**config.mk**
```make
export PLATFORM = sky130hd
export DESIGN_NAME = risc_cpu
export DESIGN_NICKNAME = d
export VERILOG_FILES = /design/src/rtl/risc_cpu.sv
export SDC_FILE = /design/constraint.sdc
export NUM_CORES = 1
export LEC_CHECK = 0
export CORE_MARGIN = 5
export CORE_UTILIZATION = 60
export DETAILED_ROUTE_END_ITERATION = 16
export GPL_TIMING_DRIVEN = 0
export PLACE_DENSITY_LB_ADDON = 0.08
export SLEW_MARGIN = 20
export SYNTH_ARGS = -nofsm -noshare
export SYNTH_HDL_FRONTEND = slang
export SYNTH_SLANG_ARGS = --single-unit
```
**constraint.sdc**
```tcl
create_clock -name clk -period 5.6 [get_ports clk]
set_input_delay 0.56 -clock clk [delete_from_list [all_inputs] [get_ports clk]]
set_output_delay 0.56 -clock clk [all_outputs]
set_load 0.005 [all_outputs]
```
**src/rtl/risc_cpu.sv**
```systemverilog
// Multicycle 16-bit RISC core: IR, decoder, FSM controller and datapath
// (8x16 register file, A/B/C regs, shifter, ALU, N/V/Z status).
//
// state    | meaning
// S_WAIT   | idle, w=1, waits for s
// S_DECODE | pick path from IR op/sub
// S_WIMM   | Rn <= sximm8
// S_GETA   | A <= R[Rn]
// S_GETB   | B <= R[Rm]
// S_COMP   | C <= ALU result, CMP loads status
// S_WREG   | R[Rd] <= C
module risc_cpu #(
  parameter int data_width = 16
) (
  input  logic                  clk,
  input  logic                  reset,
  input  logic                  s,
  input  logic                  load,
  input  logic [data_width-1:0] in,
  input  logic [data_width-1:0] mdata,
  input  logic [7:0]            PC,
  output logic [data_width-1:0] out,
  output logic                  N,
  output logic                  V,
  output logic                  Z,
  output logic                  w
);

  typedef enum logic [2:0] {
    S_WAIT, S_DECODE, S_WIMM, S_GETA, S_GETB, S_COMP, S_WREG
  } state_t;

  state_t                state;
  logic [data_width-1:0] ir, a, b, c;
  logic [data_width-1:0] rf [0:7];

  logic [2:0] op, rn, rd, rm;
  logic [1:0] sub, sh;
  logic [data_width-1:0] sximm8, sximm5;

  assign op     = ir[15:13];
  assign sub    = ir[12:11];
  assign rn     = ir[10:8];
  assign rd     = ir[7:5];
  assign sh     = ir[4:3];
  assign rm     = ir[2:0];
  assign sximm8 = {{(data_width-8){ir[7]}}, ir[7:0]};
  assign sximm5 = {{(data_width-5){ir[4]}}, ir[4:0]};

  logic is_movimm, is_movreg, is_alu, is_mvn, is_cmp;
  assign is_movimm = (op == 3'b110) && (sub == 2'b10);
  assign is_movreg = (op == 3'b110) && (sub == 2'b00);
  assign is_alu    = (op == 3'b101);
  assign is_mvn    = is_alu && (sub == 2'b11);
  assign is_cmp    = is_alu && (sub == 2'b01);

  logic asel, bsel;
  assign asel = is_movreg || is_mvn;
  assign bsel = 1'b0;

  logic [data_width-1:0] shout, ain, bin, alu_res;

  always_comb begin
    case (sh)
      2'b01:   shout = {b[data_width-2:0], 1'b0};
      2'b10:   shout = {1'b0, b[data_width-1:1]};
      2'b11:   shout = {b[data_width-1], b[data_width-1:1]};
      default: shout = b;
    endcase
  end

  assign ain = asel ? '0 : a;
  assign bin = bsel ? sximm5 : shout;

  always_comb begin
    case (sub)
      2'b00:   alu_res = ain + bin;
      2'b01:   alu_res = ain - bin;
      2'b10:   alu_res = ain & bin;
      default: alu_res = ~bin;
    endcase
  end

  // Overflow of A-B: operands differ in sign and result sign differs from A.
  logic sub_ovf;
  assign sub_ovf = (ain[data_width-1] != bin[data_width-1]) &&
                   (alu_res[data_width-1] != ain[data_width-1]);

  logic [1:0]            vsel;
  logic [data_width-1:0] wdata;
  logic                  we;
  logic [2:0]            wnum;

  assign vsel = (state == S_WIMM) ? 2'b01 : 2'b11;
  assign we   = (state == S_WIMM) || (state == S_WREG);
  assign wnum = (state == S_WIMM) ? rn : rd;

  always_comb begin
    case (vsel)
      2'b00:   wdata = mdata;
      2'b01:   wdata = sximm8;
      2'b10:   wdata = {{(data_width-8){1'b0}}, PC};
      default: wdata = c;
    endcase
  end

  always_ff @(posedge clk) begin
    if (reset) begin
      state <= S_WAIT;
      ir    <= '0;
      a     <= '0;
      b     <= '0;
      c     <= '0;
      N     <= 1'b0;
      V     <= 1'b0;
      Z     <= 1'b0;
      for (int i = 0; i < 8; i++) rf[i] <= '0;
    end else begin
      if (load) ir <= in;
      if (we) rf[wnum] <= wdata;
      case (state)
        S_WAIT:   if (s) state <= S_DECODE;
        S_DECODE: begin
          if (is_movimm)                 state <= S_WIMM;
          else if (is_movreg || is_mvn)  state <= S_GETB;
          else if (is_alu)               state <= S_GETA;
          else                           state <= S_WAIT;
        end
        S_WIMM:   state <= S_WAIT;
        S_GETA: begin
          a     <= rf[rn];
          state <= S_GETB;
        end
        S_GETB: begin
          b     <= rf[rm];
          state <= S_COMP;
        end
        S_COMP: begin
          c <= alu_res;
          if (is_cmp) begin
            Z     <= (alu_res == '0);
            N     <= alu_res[data_width-1];
            V     <= sub_ovf;
            state <= S_WAIT;
          end else begin
            state <= S_WREG;
          end
        end
        S_WREG:   state <= S_WAIT;
        default:  state <= S_WAIT;
      endcase
    end
  end

  assign out = c;
  assign w   = (state == S_WAIT);

endmodule

```
==> summary.md <==
| Metric | Value |
|---|---|
| Die Y | `145.5 um` |
| Switching power | `878.2 uW` |
| Pint | `2.422 mW` |
| FMAX | `approximately 0.21 GHz` |
| Worst path cell trace | `buf_2, and4b_1, o21ai_1, clkbuf_1, nand2_1, ha_1, fa_1, nor2b_1, o21ai_1, nand3b_1, a21oi_1, xor2_1, o21ai_0, nor4_1, nand4_1, o31ai_1` |
| Critical Path End Type | `register` |
| Tot Pwr | `3.300 mW` |
| Fin crit share | `slightly below 90%` |
| Syn Inst Count | `982` |
| Most frequent cells in the layout | `nor2_1, edfxtp_1, mux2i_1` |
| CP max FO | `10` |
| Worst r2r dst | `Z$_SDFFE_PP0P_` |
| Number of port buffers | `37` |
| Initial antenna violation count | `0` |
| Crit path max-delay family | `simple AND/OR/NAND/NOR gates` |
| P per Cell Area | `268.7 mW/mm^2` |
| WL final | `28540 um` |
| DRC violations left | `0` |
| Setup crit start kind | `register` |
| Syn nets | `1044` |
| Reg area | `0.005245 sq mm` |
| Initial Util | `roughly three fifths` |
| Final #Nets | `1100` |
| DRT iter0 DRCs | `594` |
| DR top layer | `met4` |
| Area occupied by multi-input gates | `0.005439 sq mm` |
| Max-slew violation count | `0` |
| Post-route cell area | `approximately 0.012 sq mm` |
| Distinct cells, synth | `between 60 and 70` |
| #FFs+latches synth | `198` |
| H-Tree Depth | `4` |
| Async SR Flop Fraction | `0%` |
| Top FF cell, synth | `edfxtp_1` |
| Grt ovf | `0` |
| Worst-path clk slew | `0.08 ns` |
| # IOs | `between 60 and 70` |
| Antenna-violating nets left | `0` |
| Combinational power share | `between 10% and 20%` |
| Synth top area share | `34.87%` |
| Worst Skew | `about 0.017 ns` |
| Final critical-path required period | `4.876 ns` |
| Placed Area | `between 0.01 and 0.015 sq mm` |
| Share of post-route cells with drive strength above 1 | `a little under an eighth` |
| Die width | `145.5 um` |
| CP max stage delay | `0.71 ns` |
| Data arrival time of the worst path | `5.23 ns` |
| # diodes | `0` |
| Final HPWL DP | `22030 um` |
| CTS sink cnt | `198` |
| Final Util | `68.14%` |
| Placeable Area | `about 0.018 sq mm` |
| Post-CTS resize count | `0` |
| Wire length on met1 | `12030 um` |
| Avg Inst Size Synth | `11.23 sq um` |
| CTS Buf Count | `17` |
| R2R setup slack | `0.72 ns` |
| Hold buffer count at cts | `0` |
| Clk pwr share | `between 30% and 40%` |
| Max IR drop VDD | `0.2330 mV` |
| Setup bufs post-CTS | `0` |
| Die Footprint | `0.02118 sq mm` |
| Largest net degree at the start of global routing | `21` |
| Critical path class | `register to register` |
| Hold crit path type | `register to register` |
| R2r worst-path depth | `16` |
| Vias in the first global route | `7820` |
| Mapped cell area | `0.01102 sq mm` |
| Slowest cell on the critical path | `nor4_1` |
| Final Hold Vio Count | `0` |
| Most common cell after layout, fill and taps aside | `nor2_1` |
| CP startpoint | `ir[11]$_SDFFE_PP0P_` |
| Rows | `49` |
| Worst Path Required | `approximately 6.0 ns` |
| CTS tree | `built` |
| Layout fillers | `1418` |
| Max_cap viols | `0` |
| Via count | `~8k` |
| Root Buffer Master | `clkbuf_16` |
| Clock latency on the worst-skew pair | `about 0.44 ns` |
| Placer congestion estimate | `0.9479` |
| Synth top area cells | `edfxtp_1, mux4_2, dfxtp_1` |
| Area growth, synth to finish | `11.42%` |
| Worst Setup EP | `Z$_SDFFE_PP0P_` |
| Clock tree buffer depth | `2` |
| Setup TNS | `0 ns` |
| Register area share after synthesis | `47.58%` |
| Met2 routed WL | `14040 um` |
| Synth area leader | `edfxtp_1` |
| Unrepaired setup endpoints after global routing | `false` |
| Worst R2R Start | `ir[11]$_SDFFE_PP0P_` |
| Sequential share of power | `48.9%` |
| WP buf/inv | `2` |
| Crit. path cell count | `16` |
| Routed len/inst | `22.30 um` |
| Switching share of power | `roughly a quarter` |
| Final setup fails | `0` |
| CP most frequent cell | `o21ai_1` |
| Leak | `4.026 nW` |
| Max_slew headroom | `approximately 29%` |
| Post-synth EDFFs | `approximately 130` |
| DR WL met3 | `1816 um` |
| Worst-margin pin slew | `1.058 ns` |
| Vias per inst | `roughly 6.3` |
| Synth warn | `0` |
| First-pass GRT wire length | `44390 um` |
| Outcome | `completed` |
| First drt pass iteration count | `6` |
| GRT Total Usage | `26.76%` |
-- tightest hold or removal path, delay by kind of cell, from the launching register on --
| kind | cells | cell delay, ns |
|---|---|---|
| AO/OA/AOI/OAI | 1 | 0.04 |
| flip-flops | 1 | 0.32 |
| AND/OR/NAND/NOR | 1 | 0.06 |
-- layout make-up --
cell class | instances | area share, %
Sequential cell | 198 | 42.71
Tap cell | 229 | 2.333
Clock inverter | 15 | 1.436
Buffer | 71 | 2.363
Inverter | 13 | 0.3973
Timing Repair Buffer | 37 | 3.015
Multi-Input combinational cell | 700 | 44.28
Clock buffer | 17 | 3.464
-- power by group through the flow --
stage,Combinational (mW),Clock (mW),Sequential [mW]
6_report,0.440,1.24,1.62
4_1_cts,0.438,1.26,1.61
3_3_place_gp,0.431,0,1.64
3_5_place_dp,0.435,0,1.65
2_1_floorplan,0.324,0,1.64
5_1_grt,0.473,1.31,1.62
-- cell usage after synthesis, drive strengths merged, types with 4 or more instances --
cell type	n
nand3b	11
o21ai	20
a21o	4
mux2	8
a21oi	44
o31ai	6
nand2	38
nand2b	21
clkbuf	55
a211o	4
o21a	6
nor3b	13
ha	17
nor3	9
edfxtp	128
buf	16
mux4	64
mux2i	76
nor2b	4
xnor2	8
nor2	218
a211oi	44
inv	12
dfxtp	70
xor2	16
nand3	6
and2	24
-- sequential cells by signal (all words and copies together) (netlist names) --
register	count
rf	128
V	1
N	1
a	16
out	16
state	3
Z	1
b	16
ir	16
-- metal layers --
layer	up-vias	global-route usage [%]
li1	3744	-
met5	-	0
met4	0	8.256
met2	282	45.04
met1	3988	35.29
met3	39	5.388
-- worst min path at each step --
stage | start | endpoint | slack [ns] | cells past startpoint
after floorplan | V$_SDFFE_PP0P_ | V$_SDFFE_PP0P_ | 0.46 | 2
after global placement | V$_SDFFE_PP0P_ | V$_SDFFE_PP0P_ | 0.45 | 2
after detailed placement | V$_SDFFE_PP0P_ | V$_SDFFE_PP0P_ | 0.46 | 2
after CTS | V$_SDFFE_PP0P_ | V$_SDFFE_PP0P_ | 0.47 | 2
after global routing | V$_SDFFE_PP0P_ | V$_SDFFE_PP0P_ | 0.50 | 2
final | V$_SDFFE_PP0P_ | V$_SDFFE_PP0P_ | 0.46 | 2
-- kinds of logic after synthesis --
kind of cell / share of synthesized area (%)
adders and majority gates: 2.111
muxes: 21.04
and+or+nand+nor: 15.36
xor gates and xnor gates: 2.043
buffers and inverters: 3.076
DFF: 47.58
AOI/OAI and AO/OA: 8.786
-- stage by stage --
| stage | std cells | hold WS [ns] | worst slack, ns |
|---|---|---|---|
| floorplan | 982 | 0.4564 | 1.851 |
| global placement | 1248 | 0.4507 | 0.8972 |
| detailed placement | 1248 | 0.4591 | 0.9104 |
| CTS | 1280 | 0.4689 | 0.8697 |
| global route | 1280 | 0.4997 | 0.5708 |
| finish | 1280 | 0.4625 | 0.7235 |
No activity file was read; power rests on OpenSTA's default activity.
